<file path="src/rtl/audio_pkg.sv">
// Shared types and widths for the ADC sample sequencer.
package audio_pkg;

  localparam int SAMPLE_W = 16;
  localparam int ADC_W    = 12;

  typedef enum logic [1:0] {
    IDLE    = 2'd0,
    SETTLE  = 2'd1,
    CONVERT = 2'd2,
    OUTPUT  = 2'd3
  } seq_state_e;

endpackage

</file>
<file path="src/rtl/rate_tick_gen.sv">
// Free-running divider: one-cycle tick every DIV clocks, on the wrap of the count.
module rate_tick_gen #(
  parameter int DIV = 1041
) (
  input  logic clk,
  input  logic rst,
  output logic tick
);

  localparam int CNT_W = (DIV > 1) ? $clog2(DIV) : 1;
  localparam logic [CNT_W-1:0] LAST = CNT_W'(DIV - 1);

  logic [CNT_W-1:0] r_cnt;

  // Count 0..DIV-1 and wrap back to zero.
  always_ff @(posedge clk) begin
    if (rst) begin
      r_cnt <= '0;
    end else if (r_cnt == LAST) begin
      r_cnt <= '0;
    end else begin
      r_cnt <= r_cnt + 1'b1;
    end
  end

  assign tick = (r_cnt == LAST);

endmodule

</file>
<file path="src/rtl/adc_sample_sequencer.sv">
// Scans the enabled ADC channels once per sample tick: settle the mux,
// run one conversion, hand the signed sample downstream, move to the next channel.
module adc_sample_sequencer
  import audio_pkg::*;
#(
  parameter int CLK_HZ      = 50_000_000,
  parameter int SAMPLE_HZ   = 48_000,
  parameter int NUM_CH      = 2,
  parameter int SETTLE_CYC  = 8,
  parameter int EOC_TIMEOUT = 256
) (
  input  logic                clk,
  input  logic                rst,
  input  logic [NUM_CH-1:0]   ch_mask,
  output logic [4:0]          adc_chsel,
  output logic                adc_soc,
  input  logic                adc_eoc,
  input  logic [ADC_W-1:0]    adc_dout,
  output logic [SAMPLE_W-1:0] smp_data,
  output logic [2:0]          smp_ch,
  output logic                smp_valid,
  input  logic                smp_ready,
  output logic                overrun,
  output logic                timeout
);

  localparam int TICK_DIV = CLK_HZ / SAMPLE_HZ;
  localparam int CNT_MAX  = (SETTLE_CYC > EOC_TIMEOUT) ? SETTLE_CYC : EOC_TIMEOUT;
  localparam int CNT_W    = $clog2(CNT_MAX + 1);
  localparam logic [CNT_W-1:0] SETTLE_LAST = CNT_W'(SETTLE_CYC - 1);
  localparam logic [CNT_W-1:0] TO_LAST     = CNT_W'(EOC_TIMEOUT - 1);

  // Offset binary to two's complement, left-justified in the sample word.
  // Placing the 12-bit signed value in the top bits is the same as
  // sign-extending it and shifting left by the width difference.
  function automatic logic signed [SAMPLE_W-1:0] to_sample(input logic [ADC_W-1:0] raw);
    logic signed [ADC_W-1:0] centred;
    centred = signed'(raw ^ {1'b1, {(ADC_W-1){1'b0}}});
    return {centred, {(SAMPLE_W-ADC_W){1'b0}}};
  endfunction

  seq_state_e                  r_state;
  seq_state_e                  w_state_nxt;
  logic [NUM_CH-1:0]           r_frame_mask;
  logic [2:0]                  r_ch;
  logic [CNT_W-1:0]            r_cnt;
  logic                        r_timeout;
  logic signed [SAMPLE_W-1:0]  r_smp_data;
  logic [2:0]                  r_smp_ch;

  logic       w_tick;
  logic [2:0] w_first_ch;
  logic       w_first_vld;
  logic [2:0] w_next_ch;
  logic       w_next_vld;
  logic       w_ld_first;
  logic       w_ld_next;
  logic       w_cnt_clr;
  logic       w_capture;
  logic       w_to;
  logic       w_advance;

  rate_tick_gen #(.DIV(TICK_DIV)) u_tick (
    .clk  (clk),
    .rst  (rst),
    .tick (w_tick)
  );

  // Lowest enabled channel of the live mask, and next higher channel of the frame mask.
  always_comb begin
    w_first_ch = '0;
    w_next_ch  = '0;
    w_next_vld = 1'b0;
    for (int i = NUM_CH - 1; i >= 0; i--) begin
      if (ch_mask[i]) begin
        w_first_ch = 3'(i);
      end
      if (r_frame_mask[i] && (3'(i) > r_ch)) begin
        w_next_ch  = 3'(i);
        w_next_vld = 1'b1;
      end
    end
  end

  assign w_first_vld = |ch_mask;

  // State register.
  always_ff @(posedge clk) begin
    if (rst) begin
      r_state <= IDLE;
    end else begin
      r_state <= w_state_nxt;
    end
  end

  // Next-state and Moore outputs; a tick outside IDLE is dropped and flagged.
  always_comb begin
    w_state_nxt = r_state;
    w_ld_first  = 1'b0;
    w_ld_next   = 1'b0;
    w_cnt_clr   = 1'b0;
    w_capture   = 1'b0;
    w_to        = 1'b0;
    w_advance   = 1'b0;
    adc_soc     = 1'b0;
    smp_valid   = 1'b0;
    overrun     = w_tick && (r_state != IDLE);
    case (r_state)
      IDLE: begin
        if (w_tick && w_first_vld) begin
          w_state_nxt = SETTLE;
          w_ld_first  = 1'b1;
          w_cnt_clr   = 1'b1;
        end
      end
      SETTLE: begin
        if (r_cnt == SETTLE_LAST) begin
          w_state_nxt = CONVERT;
          w_cnt_clr   = 1'b1;
        end
      end
      CONVERT: begin
        adc_soc = 1'b1;
        if (adc_eoc) begin
          w_state_nxt = OUTPUT;
          w_capture   = 1'b1;
        end else if (r_cnt == TO_LAST) begin
          w_to      = 1'b1;
          w_advance = 1'b1;
        end
      end
      OUTPUT: begin
        smp_valid = 1'b1;
        if (smp_ready) begin
          w_advance = 1'b1;
        end
      end
      default: w_state_nxt = IDLE;
    endcase
    if (w_advance) begin
      if (w_next_vld) begin
        w_state_nxt = SETTLE;
        w_ld_next   = 1'b1;
        w_cnt_clr   = 1'b1;
      end else begin
        w_state_nxt = IDLE;
      end
    end
  end

  // Frame mask, current channel, shared settle/conversion counter and timeout pulse.
  always_ff @(posedge clk) begin
    if (rst) begin
      r_frame_mask <= '0;
      r_ch         <= '0;
      r_cnt        <= '0;
      r_timeout    <= 1'b0;
    end else begin
      r_timeout <= w_to;
      r_cnt     <= w_cnt_clr ? '0 : r_cnt + 1'b1;
      if (w_ld_first) begin
        r_frame_mask <= ch_mask;
        r_ch         <= w_first_ch;
      end else if (w_ld_next) begin
        r_ch <= w_next_ch;
      end
    end
  end

  // Sample capture on end-of-conversion; held stable through OUTPUT.
  always_ff @(posedge clk) begin
    if (rst) begin
      r_smp_data <= '0;
      r_smp_ch   <= '0;
    end else if (w_capture) begin
      r_smp_data <= to_sample(adc_dout);
      r_smp_ch   <= r_ch;
    end
  end

  assign adc_chsel = 5'(r_ch) + 5'd1;
  assign smp_data  = r_smp_data;
  assign smp_ch    = r_smp_ch;
  assign timeout   = r_timeout;

endmodule

</file>
<file path="config.mk">
export PLATFORM = sky130hd
export DESIGN_NAME = adc_sample_sequencer
export DESIGN_NICKNAME = d
export VERILOG_FILES = /design/src/rtl/audio_pkg.sv /design/src/rtl/rate_tick_gen.sv /design/src/rtl/adc_sample_sequencer.sv
export SDC_FILE = /design/constraint.sdc
export NUM_CORES = 1
export LEC_CHECK = 0
export BUFFER_PORTS_ARGS = -buffer_cell sky130_fd_sc_hd__buf_2
export CORE_ASPECT_RATIO = 0.75
export CORE_MARGIN = 2
export CORE_UTILIZATION = 56
export DETAILED_ROUTE_END_ITERATION = 8
export GPL_TIMING_DRIVEN = 0
export PLACE_DENSITY = 0.83
export SYNTH_ARGS = -nofsm -noshare
export SYNTH_HDL_FRONTEND = slang
export SYNTH_HIERARCHICAL = 1
export SYNTH_SLANG_ARGS = --single-unit
</file>
<file path="constraint.sdc">
create_clock -name clk -period 2.9 [get_ports clk]
set_input_delay 0.29 -clock clk [delete_from_list [all_inputs] [get_ports clk]]
set_output_delay 0.29 -clock clk [all_outputs]
set_load 0.05 [all_outputs]
</file>
* Yosys cells after proc, flatten, opt, wreduce, memory -nomap -nowiden
Index checks and enable logic that the tools add are counted.
Operators by class: $add $sub $neg 3, order comparisons 2, equal/unequal tests 9, multiplexer cells 30, bitwise gates (word level) 2, reductions and logical operators 13
Operators by type and width (number):
- two-way mux 1 bit | 19
- two-way mux 3 bit | 4
- adder 11 x 1 -> 11 bit, second input constant | 1
- equality test 11 bit, second input constant | 1
- adder 9 x 1 -> 9 bit, second input constant | 1
- equality test 9 x 3 -> 1 bit, second input constant | 1
- equality test 9 x 8 -> 1 bit, second input constant | 1
- != test 3 bit, second input constant | 3
- two-way mux 2 bit | 4
- OR reduction 2 bit | 4
- > comparator 1 x 3 -> 1 bit, first input constant | 2
- one-hot mux 2 bit (3 select lines) | 1
- adder 3 x 1 -> 4 bit, second input constant | 1
- equality test 2 bit, second input constant | 2
- logical AND 1 bit | 4
- one-hot mux 1 bit (2 select lines) | 2
- AND reduction 4 bit | 1
- nonzero test 2 bit | 2
- nonzero test 4 bit | 1
- equality test 2 x 1 -> 1 bit, second input constant | 1
- logical NOT 2 bit | 1
- NOT 1 bit | 2
Word-level totals: register bits after elaboration 43, input port bits 18, output and inout bits 28, word-level logic and storage cells 67

* Logic depth before layout (Yosys ltp)
Gate-level depths: netlist of the first run.
depth after elaboration 8, mapped depth 8, gate-level depth less buffers 8

* Modules after synthesis
Netlist of the first run, hierarchy kept.
By module, submodules not included:
- adc_sample_sequencer | times used 1, cells an instance 148, area each 1310.0 µm², sequential area each 540.5 µm²
- rate_tick_gen | times used 1, cells an instance 57, area each 518.0 µm², sequential area each 220.2 µm²

* Worst setup path before layout of the first run
OpenSTA, ideal clock, no wires.
path kind flip-flop to flip-flop, from reg u_tick.r_cnt[0], to reg r_state[1], library setup time 103 ps, arrival 1796 ps, required time 2797 ps, path slack 1001 ps, stages on the path, launching flop included 9, cell sequence dfxtp_1 -> inv_1 -> ha_1 -> nor4bb_1 -> and3_1 -> o21ai_1 -> a221oi_4 -> nand3b_4 -> a2111oi_2
On the way: cells in the longest elaborated chain, start to end 4
RTL lines:
- start, declared | RTL line rate_tick_gen.sv:13 | logic [CNT_W-1:0] r_cnt;
- start signal, assigned | RTL line rate_tick_gen.sv:22 | r_cnt <= r_cnt + 1'b1;
- equality test 11 bit | RTL line rate_tick_gen.sv:26 | assign tick = (r_cnt == LAST);
- via w_tick | RTL line adc_sample_sequencer.sv:51 | logic w_tick;
- logical AND 1 bit | RTL line adc_sample_sequencer.sv:110 | if (w_tick && w_first_vld) begin
- != test 3 bit (no line)
- AND reduction 4 bit (no line)
- end signal, assigned | RTL line adc_sample_sequencer.sv:92 | r_state <= w_state_nxt;
- end, declared | RTL line adc_sample_sequencer.sv:42 | seq_state_e r_state;
The timed path passes the listed nets, and every way through them passes these cells. A chain may end at the register's enable or synchronous reset.

* Final worst setup path of the first run
from reg u_tick.r_cnt[0], to out overrun
On the way: cells in the longest elaborated chain, start to end 2
RTL lines:
- equality test 11 bit | RTL line rate_tick_gen.sv:26
- via w_tick | RTL line adc_sample_sequencer.sv:51
- logical AND 1 bit | RTL line adc_sample_sequencer.sv:107 | overrun = w_tick && (r_state != IDLE);
- end, declared | RTL line adc_sample_sequencer.sv:23 | output logic overrun,
The timed path passes the listed nets, and every way through them passes these cells.

==> results.md, run 1 <==
* Status: complete, no violations
* Clk root buf: clkbuf_8
* Gr usage total at about a fifth
* Dpl ws at 0.745 ns
* Avg Cell Area, Syn at 8.92 um^2
* Initial core utilization at 60.5%
* First-pass DRT Iterations at 4
* Capturing point of the worst reg2reg path: r_state[1]
* Post-synthesis cell area at 0.00183 mm^2
* Synthesis-to-layout area growth at 19.3%
* Fin. max-slew vios at 0
* RSZ-0062 raised after global routing: false
* Final ANT Viol Nets at 0
* Setup Viol. Count Final at 0
* CTS Hold Buffers Added at 0
* Final HPWL DP at 2480 um
* Worst Hold Depth at 2
* Worst-Skew Late Latency at 0.29 ns
* Clk_skew at 0.00583 ns
* Hold Violations, Final at 0
* Peak VDD IR at 0.415 mV
* HP Class: in2reg
* H-tree levels at 2
* Sequential fraction of the synthesis area at around two fifths
* Clock sink total at 38
* Seq. cell area at 761 um^2
* Worst r2r path cells at 8
* DIE WIDTH at 70.0 um
* Multi-input gate area at 961 um^2
* Vias in the first global route at 1242
* Initial antenna violation count at 0
* Critical Path Fanout Max at 5
* WHS Endpoint: u_tick/r_cnt[7]
* Source of the worst register-to-register timing path: u_tick/r_cnt[0]
* Final WS setup at around 0.7 ns
* Setup TNS at 0 ns
* Cell Rows at 17
* DRC violations left at 0
* Global placement routability congestion at 0.855
* First-pass GRT wire length at ~5700 um
* Cells after Synth at 205
* Nets at 283
* Arr. time, crit path at 1.92 ns
* WL final at 3380 um
* CTS buffer count at 5
* Total global routing overflow at 0
* DIE AREA at between 0.003 and 0.004 mm^2
* Final Cycle Share at 76.0%
* Post-synth top flop: dfxtp_1
* Worst R2R Setup Slack at 0.71 ns
* Worst setup SP type: register
* Ports at 46
* Share of cells above drive strength 1 at 26.1%
* Worst path required time at 2.61 ns
* Post-layout min period at 2.21 ns
* Critical Path Sink Type: output pin
* Critical path class: reg2out
* IO Port Bufs at 36
* DRT iter0 DRCs at 66
* Number of synthesized register bits at 38
* Worst hold slack at 0.180 ns
* Routed len/inst at 11.5 um
* CTS tree: done
* DIE HEIGHT at ~53 um
* Post-synth EDFFs at 0
* Async SR Flop Fraction at 0%
* Core area at just over 0.003 mm^2
* Vias/cell at 5.17
* Hold wc startpoint: rst
* Max cap viols at 0
* Vias at 1526
* Antenna diodes at 0
* P_leak at 0.943 nW
* Yosys cell types at 46
* Clock-pin slew of the registers on the worst-case setup and hold paths at 0.07 ns
* Yosys warns at 6
* Cell Pwr Density at just over 500 mW/mm^2
* Resized Gates After CTS at 0
* Postcts setup bufs at 0
* Fmax achieved at approximately 0.45 GHz
* Filler instances at between 200 and 250
* Crit path launch: u_tick/r_cnt[0]
* Largest net degree at the start of global routing at 13
* Max Root-Sink Buffers at 2
## cells in the final DEF (no fill, tap or decap), types with 2 or more instances in the layout
cell type and instances:
xnor2_1 4, inv_1 11, xor2_1 5, or4_1 4, a21oi_1 18, nand3_1 9, conb_1 9, dfxtp_1 38
nand4_1 2, o21ai_1 2, clkbuf_8 6, nor2_1 22, buf_4 9, ha_1 9, o21ai_0 2, nand2_1 29
buf_2 37, o31ai_1 4, and2_1 2, clkbuf_1 3, o211ai_1 2, and3_1 3
## cells by family (layout without fill, tap and decap cells)
family | Yosys count | in the layout | share of synthesized area (%)
fa+ha+maj | 9 | 9 | 6.16
buf+inv | 25 | 69 | 7.46
simple gates | 85 | 85 | 25.5
other cells | 1 | 9 | 0.205
xor+xnor | 9 | 9 | 4.31
compound gates | 38 | 38 | 14.8
flops | 38 | 38 | 41.6
## metal layers
metal	track usage [%]	up-vias	part of all wire, %
li1	-	792	-
met1	26.8	675	51
met2	29.4	52	41
met3	6.86	7	6.9
met4	9.62	0	1.7
met5	0	-	0
## layout make-up
class	instances	area share, %
flip-flops and latches	38	34.9
well taps	38	2.18
clock inverters	2	0.574
clock buffers	6	3.79
plain buffers	14	4.36
inverters	11	1.89
multi-input cells	150	44.1
repair buffers	36	8.26
## where the power goes
part / internal (mW) / leakage, nW / switching [mW]
Combinational: 0.0831 / 0.589 / 0.115
Sequential: 0.536 / 0.307 / 0.0171
Clock: 0.191 / 0.0472 / 0.183
## synth_stat cells (2+ instances only)
cell type | n | area [um^2]
dfxtp_1 | 38 | 761
o31ai_1 | 4 | 30.0
buf_4 | 9 | 67.6
nand3_1 | 9 | 45.0
o211ai_1 | 2 | 15.0
ha_1 | 9 | 113
clkbuf_1 | 3 | 11.3
o21ai_0 | 2 | 10.0
or4_1 | 4 | 30.0
nor2_1 | 22 | 82.6
and2_1 | 2 | 12.5
o21ai_1 | 2 | 10.0
a21oi_1 | 18 | 90.1
and3_1 | 3 | 18.8
nand4_1 | 2 | 12.5
xor2_1 | 5 | 43.8
inv_1 | 11 | 41.3
xnor2_1 | 4 | 35.0
nand2_1 | 29 | 109
## through the flow
| stage | cell area, um^2 | total power, mW | cells | utilization, % |
|---|---|---|---|---|
| floorplan | 1860 | 0.725 | 213 | - |
| global placement | 2090 | 0.759 | 287 | 69.1 |
| detailed placement | 2090 | 0.761 | 287 | 69.1 |
| CTS | 2180 | 1.14 | 295 | 72.2 |
| global route | 2180 | 1.18 | 295 | 72.2 |
| finish | 2180 | 1.13 | 295 | 72.2 |
## registers in the layout, indices dropped and copies added, names as in the netlist
register,cells
smp_data,12
u_tick/r_cnt,11
r_cnt,9
r_ch,1
r_frame_mask,1
r_state,2
timeout,1
smp_ch,1
## how the worst max path moves through the flow
stage,end,cells after the start
after floorplan,r_state[1],8
after global placement,r_state[1],8
after detailed placement,r_state[1],8
after CTS,overrun,6
after global routing,r_state[1],8
final,overrun,6
## critical path: stages, from the launching register on
cell and delay [ns]:
dfxtp_1 0.34, inv_1 0.06, ha_1 0.13, nor4bb_1 0.37, and3_1 0.33, and2b_1 0.15
buf_2 0.25
No activity file was read; power rests on OpenSTA's default activity.
==> run 2: changes to the inputs <==
--- a/config.mk
+++ b/config.mk
@@ -5,13 +5,14 @@
 export SDC_FILE = /design/constraint.sdc
 export NUM_CORES = 1
 export LEC_CHECK = 0
+export ABC_AREA = 1
 export BUFFER_PORTS_ARGS = -buffer_cell sky130_fd_sc_hd__buf_2
 export CORE_ASPECT_RATIO = 0.75
 export CORE_MARGIN = 2
-export CORE_UTILIZATION = 56
+export CORE_UTILIZATION = 53
 export DETAILED_ROUTE_END_ITERATION = 8
 export GPL_TIMING_DRIVEN = 0
-export PLACE_DENSITY = 0.83
+export PLACE_DENSITY = 0.79
 export SYNTH_ARGS = -nofsm -noshare
 export SYNTH_HDL_FRONTEND = slang
 export SYNTH_HIERARCHICAL = 1
==> constraint.sdc (replaced) <==
create_clock -name clk -period 2.1 [get_ports clk]
set_input_delay 0.21 -clock clk [delete_from_list [all_inputs] [get_ports clk]]
set_output_delay 0.21 -clock clk [all_outputs]
set_load 0.05 [all_outputs]
==> run 2 against run 1 <==
Final area is 2.1% higher. Core utilization decreased by 5.8 points. Via count grew 6.6%. Critical path depth rose by 3. Setup slack worse by 0.42 ns. Register-to-register slack got worse by 0.43 ns. Power grew 18%. Critical endpoint is now r_cnt[0]. Largest cell class unchanged. Largest power group unchanged.
==> results.md, run 2 <==
* Fin. max-slew vios at 0
* IO Port Bufs at 36
* Nets at about 330
* Total Power at 1.33 mW
* Final ANT Viol Nets at 0
* Worst path required time at 2.29 ns
* Largest net degree at the start of global routing at 12
* Worst-Skew Late Latency at 0.30 ns
* Clk_skew at 0.00774 ns
* First-pass DRT Iterations at 4
* Critical-path cell list: ha_1 -> nand2_1 -> nor4_1 -> ha_1 -> nand3b_2 -> nand2_2 -> nand2_4 -> nand4_4 -> nor2_1
* Max stage delay on crit path at 0.37 ns
* Worst r2r path cells at 9
* Avg Cell Area, Syn at 7.43 um^2
* Number of synthesized register bits at 38
* Vias in the first global route at 1322
* Most instantiated cells after synthesis: nor2_1, nand2_1, dfxtp_1
* Cell Pwr Density at 598 mW/mm^2
* Gr usage total at 18.7%
* Multi-input gate area at 945 um^2
* Worst R2R Setup Slack at approximately 0.28 ns
* Async SR Flop Fraction at 0%
* Total global routing overflow at 0
* Critical path class: reg2reg
* DIE AREA at just over 0.004 mm^2
* Top cell type's share of synthesized area at 40.3%
* Cell Rows at 18
* Resized Gates After CTS at 0
* Antenna diodes at 0
* Setup TNS at 0 ns
* Yosys top cell by area: dfxtp_1
* Status: complete, no violations
* HP Class: in2reg
* Core area at 0.00336 mm^2
* Post-synthesis cell area at 0.00189 mm^2
* Max cap viols at 0
* Vias/cell at 4.72
* Switching share of power at 25.4%
* Post-synth EDFFs at 0
* Yosys warns at 6
* CTS buffer count at 5
* Final HPWL DP at about 2700 um
* Max reg flops at 12
* Hold Violations, Final at 0
* CTS tree: done
* Crit path launch: r_cnt[0]
* Arr. time, crit path at 2.01 ns
* DIE HEIGHT at 55.7 um
* Clock-pin slew of the registers on the worst-case setup and hold paths at 0.07 ns
* Routed len/inst at 10.4 um
* P_int at 994 uW
* CP delay by family, top: simple AND/OR/NAND/NOR gates
* Critical Path End: r_cnt[0]
* Ports at 46
* Initial core utilization at 56.3%
* Synth area leaders: dfxtp_1, nor2_1, nand2_1
* Most used cell, CP: ha_1
* Worst setup SP type: register
* DRT iter0 DRCs at approximately 100
* Post-synth top flop: dfxtp_1
* Combinational power share at 8.4%
* Synthesis-to-layout area growth at 18.0%
* Clk root buf: clkbuf_8
* Capturing point of the worst reg2reg path: r_cnt[0]
* Seq. cell area at 761 um^2
* Sequential fraction of the synthesis area at 40.3%
* Flop pwr share at 55.5%
* Initial antenna violation count at 0
* Commonest non-fill, non-tap cell in the layout: nor2_1
* Peak VDD IR at about 0.48 mV
* CP Depth at 9
* Yosys cell types at 30
* First-pass GRT wire length at between 5000 and 6000 um
* Post-layout min period at 1.82 ns
* Count leader, synth: nor2_1
* Postcts setup bufs at 0
* Psw at 339 uW
* Setup Viol. Count Final at 0
* P_leak at 1.07 nW
* DIE WIDTH at 72.9 um
* Clk network pwr share at between 30% and 40%
* Max Root-Sink Buffers at 2
* H-tree levels at 2
* Filler instances at roughly 290
* CTS Hold Buffers Added at 0
* Source of the worst register-to-register timing path: r_cnt[0]
* Global placement routability congestion at 0.837
* Fmax achieved at 0.548 GHz
* Clock sink total at 38
* DRC violations left at 0
* Share of cells above drive strength 1 at 24.3%
* Max stage delay cell, worst path: dfxtp_1
* Critical Path Sink Type: register
* CP bufs+invs at 0
* WL final at 3600 um
* Critical Path Fanout Max at 9
* Most frequent cells in the layout: nor2_1, nand2_1, buf_2, dfxtp_1, inv_1
* Cells after Synth at 254
* Vias at approximately 1600
* Final Cycle Share at 86.8%
* RSZ-0062 raised after global routing: false
[run 2: how the worst min path moves through the flow]
stage	from	endpoint	slack (ns)	depth (start not counted)
final	adc_dout[11]	smp_data[15]	0.08	2
after global placement	adc_dout[11]	smp_data[15]	0.38	2
after global routing	adc_dout[11]	smp_data[15]	0.10	2
after floorplan	rst	r_frame_mask[1]	0.28	1
after detailed placement	adc_dout[11]	smp_data[15]	0.39	2
after CTS	adc_dout[11]	smp_data[15]	0.08	2
[run 2: kinds of logic after synthesis]
logic type	Yosys count	share of synthesized area [%]
flops	38	40.3
buf+inv	47	11.3
other cells	1	0.199
simple gates	128	31.9
compound gates	25	7.55
xor+xnor	6	2.78
fa+ha+maj	9	5.96
[run 2: power by group through the flow]
stage               clock network, mW  registers (mW)  logic, mW
detailed placement                  0           0.756      0.111
CTS                             0.487           0.739      0.112
global placement                    0           0.756      0.110
floorplan                           0           0.755     0.0867
global route                    0.518           0.741      0.123
finish                          0.481           0.740      0.112
[run 2: stage by stage]
| step | std cells | cell area, um^2 | hold WS, ns | worst slack [ns] | util, % |
|---|---|---|---|---|---|
| 2_1_floorplan | 262 | 1920 | 0.279 | 0.389 | - |
| 3_3_place_gp | 338 | 2150 | 0.385 | 0.321 | 64.0 |
| 3_5_place_dp | 338 | 2150 | 0.392 | 0.260 | 64.0 |
| 4_1_cts | 345 | 2230 | 0.0753 | 0.240 | 66.4 |
| 5_1_grt | 345 | 2230 | 0.103 | 0.0685 | 66.4 |
| 6_report | 345 | 2230 | 0.0794 | 0.276 | 66.4 |
[run 2: worst register-to-register path, delay by kind of cell (launching register included)]
kind	cells	cell delay (ns)
DFF	1	0.37
and+or+nand+nor	7	0.93
adders and majority gates	2	0.42
[run 2: area by class of cell]
type / count / share of cell area [%]
Sequential cell: 38 / 34.2
Inverter: 35 / 5.90
Multi-Input combinational cell: 177 / 42.4
Buffer: 12 / 3.65
Tap cell: 40 / 2.25
Timing Repair Buffer: 36 / 8.09
Clock buffer: 5 / 3.09
Clock inverter: 2 / 0.449
[run 2: metal layers]
| layer | vias to the layer above | share of wire [%] | track usage [%] | wire length (um) |
|---|---|---|---|---|
| met5 | - | 0 | 0 | 0 |
| met4 | 0 | 1.8 | 7.94 | 66 |
| met1 | 713 | 53 | 27.5 | 1910 |
| met3 | 7 | 6.6 | 6.34 | 238 |
| met2 | 42 | 38 | 24.4 | 1380 |
| li1 | 865 | - | - | - |
==> run 3: changes to the inputs <==
--- a/config.mk
+++ b/config.mk
@@ -5,14 +5,14 @@
 export SDC_FILE = /design/constraint.sdc
 export NUM_CORES = 1
 export LEC_CHECK = 0
-export ABC_AREA = 1
-export BUFFER_PORTS_ARGS = -buffer_cell sky130_fd_sc_hd__buf_2
 export CORE_ASPECT_RATIO = 0.75
 export CORE_MARGIN = 2
-export CORE_UTILIZATION = 53
+export CORE_UTILIZATION = 60
 export DETAILED_ROUTE_END_ITERATION = 8
+export DONT_BUFFER_PORTS = 1
 export GPL_TIMING_DRIVEN = 0
-export PLACE_DENSITY = 0.79
+export PLACE_DENSITY = 0.76
+export RECOVER_POWER = 100
 export SYNTH_ARGS = -nofsm -noshare
 export SYNTH_HDL_FRONTEND = slang
 export SYNTH_HIERARCHICAL = 1
==> run 3 against run 2 <==
Sequential share of layout area is 2.9 points higher. Setup slack worse by 0.18 ns. Sequential power is 3.8% higher. Core utilization is 4.1 points higher. Final cell count is 24% lower. First-iteration DRC count is 63% lower. Largest cell class unchanged. Global-route usage is 1.1 points higher. Register-to-register slack worse by 0.17 ns. Die area is 14% lower.
==> results.md, run 3 (same netlist as run 1, synthesis figures left out) <==
* Met2 wire length at around 1500 um
* Crit path launch: u_tick/r_cnt[0]
* Gr usage total at a little under 20%
* First-pass DRT Iterations at 4
* Cell area after layout at 0.00205 mm^2
* Hold Violations, Final at 0
* Critical path class: reg2out
* Critical Path Sink Type: output pin
* Cell Pwr Density at 752 mW/mm^2
* Worst R2R Setup Slack at 0.11 ns
* Largest net degree at the start of global routing at 13
* Most frequent cells in the layout: dfxtp_1, nand2_1, nor2_1, a21oi_1
* Share of cells above drive strength 1 at 16.0%
* Clk_skew at 0.00529 ns
* Critical Path End: overrun
* Worst r2r path cells at 8
* Commonest non-fill, non-tap cell in the layout: dfxtp_1
* HP Class: in2reg
* Initial antenna violation count at 0
* CTS tree: done
* M1 WL at 1490 um
* Vias/cell at 5.43
* Clock-pin slew of the registers on the worst-case setup and hold paths at 0.07 ns
* Final HPWL DP at 2490 um
* Fmax achieved at 0.499 GHz
* DIE WIDTH at 67.7 um
* Fin. max-slew vios at 0
* Clk root buf: clkbuf_8
* DR WL met3 at 328 um
* Status: complete, no violations
* Routed len/inst at roughly 13 um
* DIE AREA at 0.00351 mm^2
* Max reg flops at 12
* Worst setup SP type: register
* Max Root-Sink Buffers at 2
* Setup Viol. Count Final at 0
* Source of the worst register-to-register timing path: u_tick/r_cnt[0]
* Worst-margin pin slew at 0.546 ns
* Final Cycle Share at 95.5%
* Arr. time, crit path at 1.80 ns
* Nets at 251
* DRT iter0 DRCs at 39
* Ports at 46
* Antenna diodes at 0
* Vias in the first global route at 1158
* Clock sink total at 38
* Initial core utilization at 62.7%
* Slew HR at 63.5%
* Worst hold slack at ~0.049 ns
* Max cap viols at 0
* CTS buffer count at 5
* Critical Path Fanout Max at 4
* Post-layout min period at 2.01 ns
* Placed cell area at 0.00191 mm^2
* DIE HEIGHT at roughly 52 um
* P_leak at 0.785 nW
* Worst-Skew Late Latency at about 0.29 ns
* WL final at 3370 um
* Core area at just under 0.003 mm^2
* Vias at 1428
* Capturing point of the worst reg2reg path: r_state[1]
* Peak VDD IR at 0.521 mV
* First-pass GRT wire length at roughly 5000 um
* Non-Filler Instances at 263
* IO Port Bufs at 0
* Top sig layer: met4
* H-tree levels at 2
* Synthesis-to-layout area growth at 12.4%
* Final ANT Viol Nets at 0
* Global placement routability congestion at 0.878
* Worst path required time at around 1.9 ns
* Cell Rows at 17
* Total Power at between 1.5 and 2 mW
* Total global routing overflow at 0
* Placed cells at 251
* DRC violations left at 0
## run 3: worst min path at each step
| stage | start | end | slack (ns) | cells past startpoint |
|---|---|---|---|---|
| after detailed placement | rst | u_tick/r_cnt[7] | 0.29 | 1 |
| final | adc_dout[3] | smp_data[7] | 0.05 | 2 |
| after floorplan | rst | u_tick/r_cnt[7] | 0.28 | 1 |
| after global routing | adc_dout[4] | smp_data[8] | 0.04 | 2 |
| after global placement | rst | u_tick/r_cnt[7] | 0.28 | 1 |
| after CTS | adc_dout[11] | smp_data[15] | 0.006 | 1 |
## run 3: final cells by class
type / instances / area [um^2]
Buffer: 14 / 87.6
Clock buffer: 6 / 82.6
Clock inverter: 2 / 12.5
Fill cell: 237 / 860
Inverter: 11 / 41.3
Multi-Input combinational cell: 150 / 987
Sequential cell: 38 / 761
Tap cell: 38 / 47.5
Timing Repair Buffer: 4 / 35.0
## run 3: routing by layer
layer / global-route usage (%) / vias to the layer above
met1: 22.7 / 629
met3: 7.79 / 10
met5: 0 / -
met2: 31.5 / 55
met4: 10.5 / 0
li1: - / 734
## run 3: metrics by stage
stage	util [%]	TNS, ns	worst slack, ns
3_3_place_gp	65.4	0	0.00487
3_5_place_dp	65.4	-0.141	-0.0977
6_report	70.5	0	0.0947
5_1_grt	70.5	-0.00949	-0.00949
4_1_cts	69.4	0	0.00665
2_1_floorplan	-	0	0.201
## run 3: repair_timing
item,in CTS,in global routing
pin swaps,0,2
cloned,0,0
hold endpoints to repair,1,1
resized for setup,3,3
setup endpoints to repair,3,8
buffers inserted,0,2
hold buffers,1,1
## run 3: critical path, stage by stage, from the launching register on
cell and delay, ns:
dfxtp_1 0.34, inv_1 0.06, ha_1 0.13, nor4bb_4 0.30, and3_4 0.26, and2b_1 0.42
## run 3: report_power, final
part | total (mW) | internal (mW) | leakage [nW] | switching (mW)
combinational | 0.269 | 0.114 | 0.431 | 0.155
clock | 0.507 | 0.263 | 0.0472 | 0.244
sequential | 0.768 | 0.741 | 0.307 | 0.0278
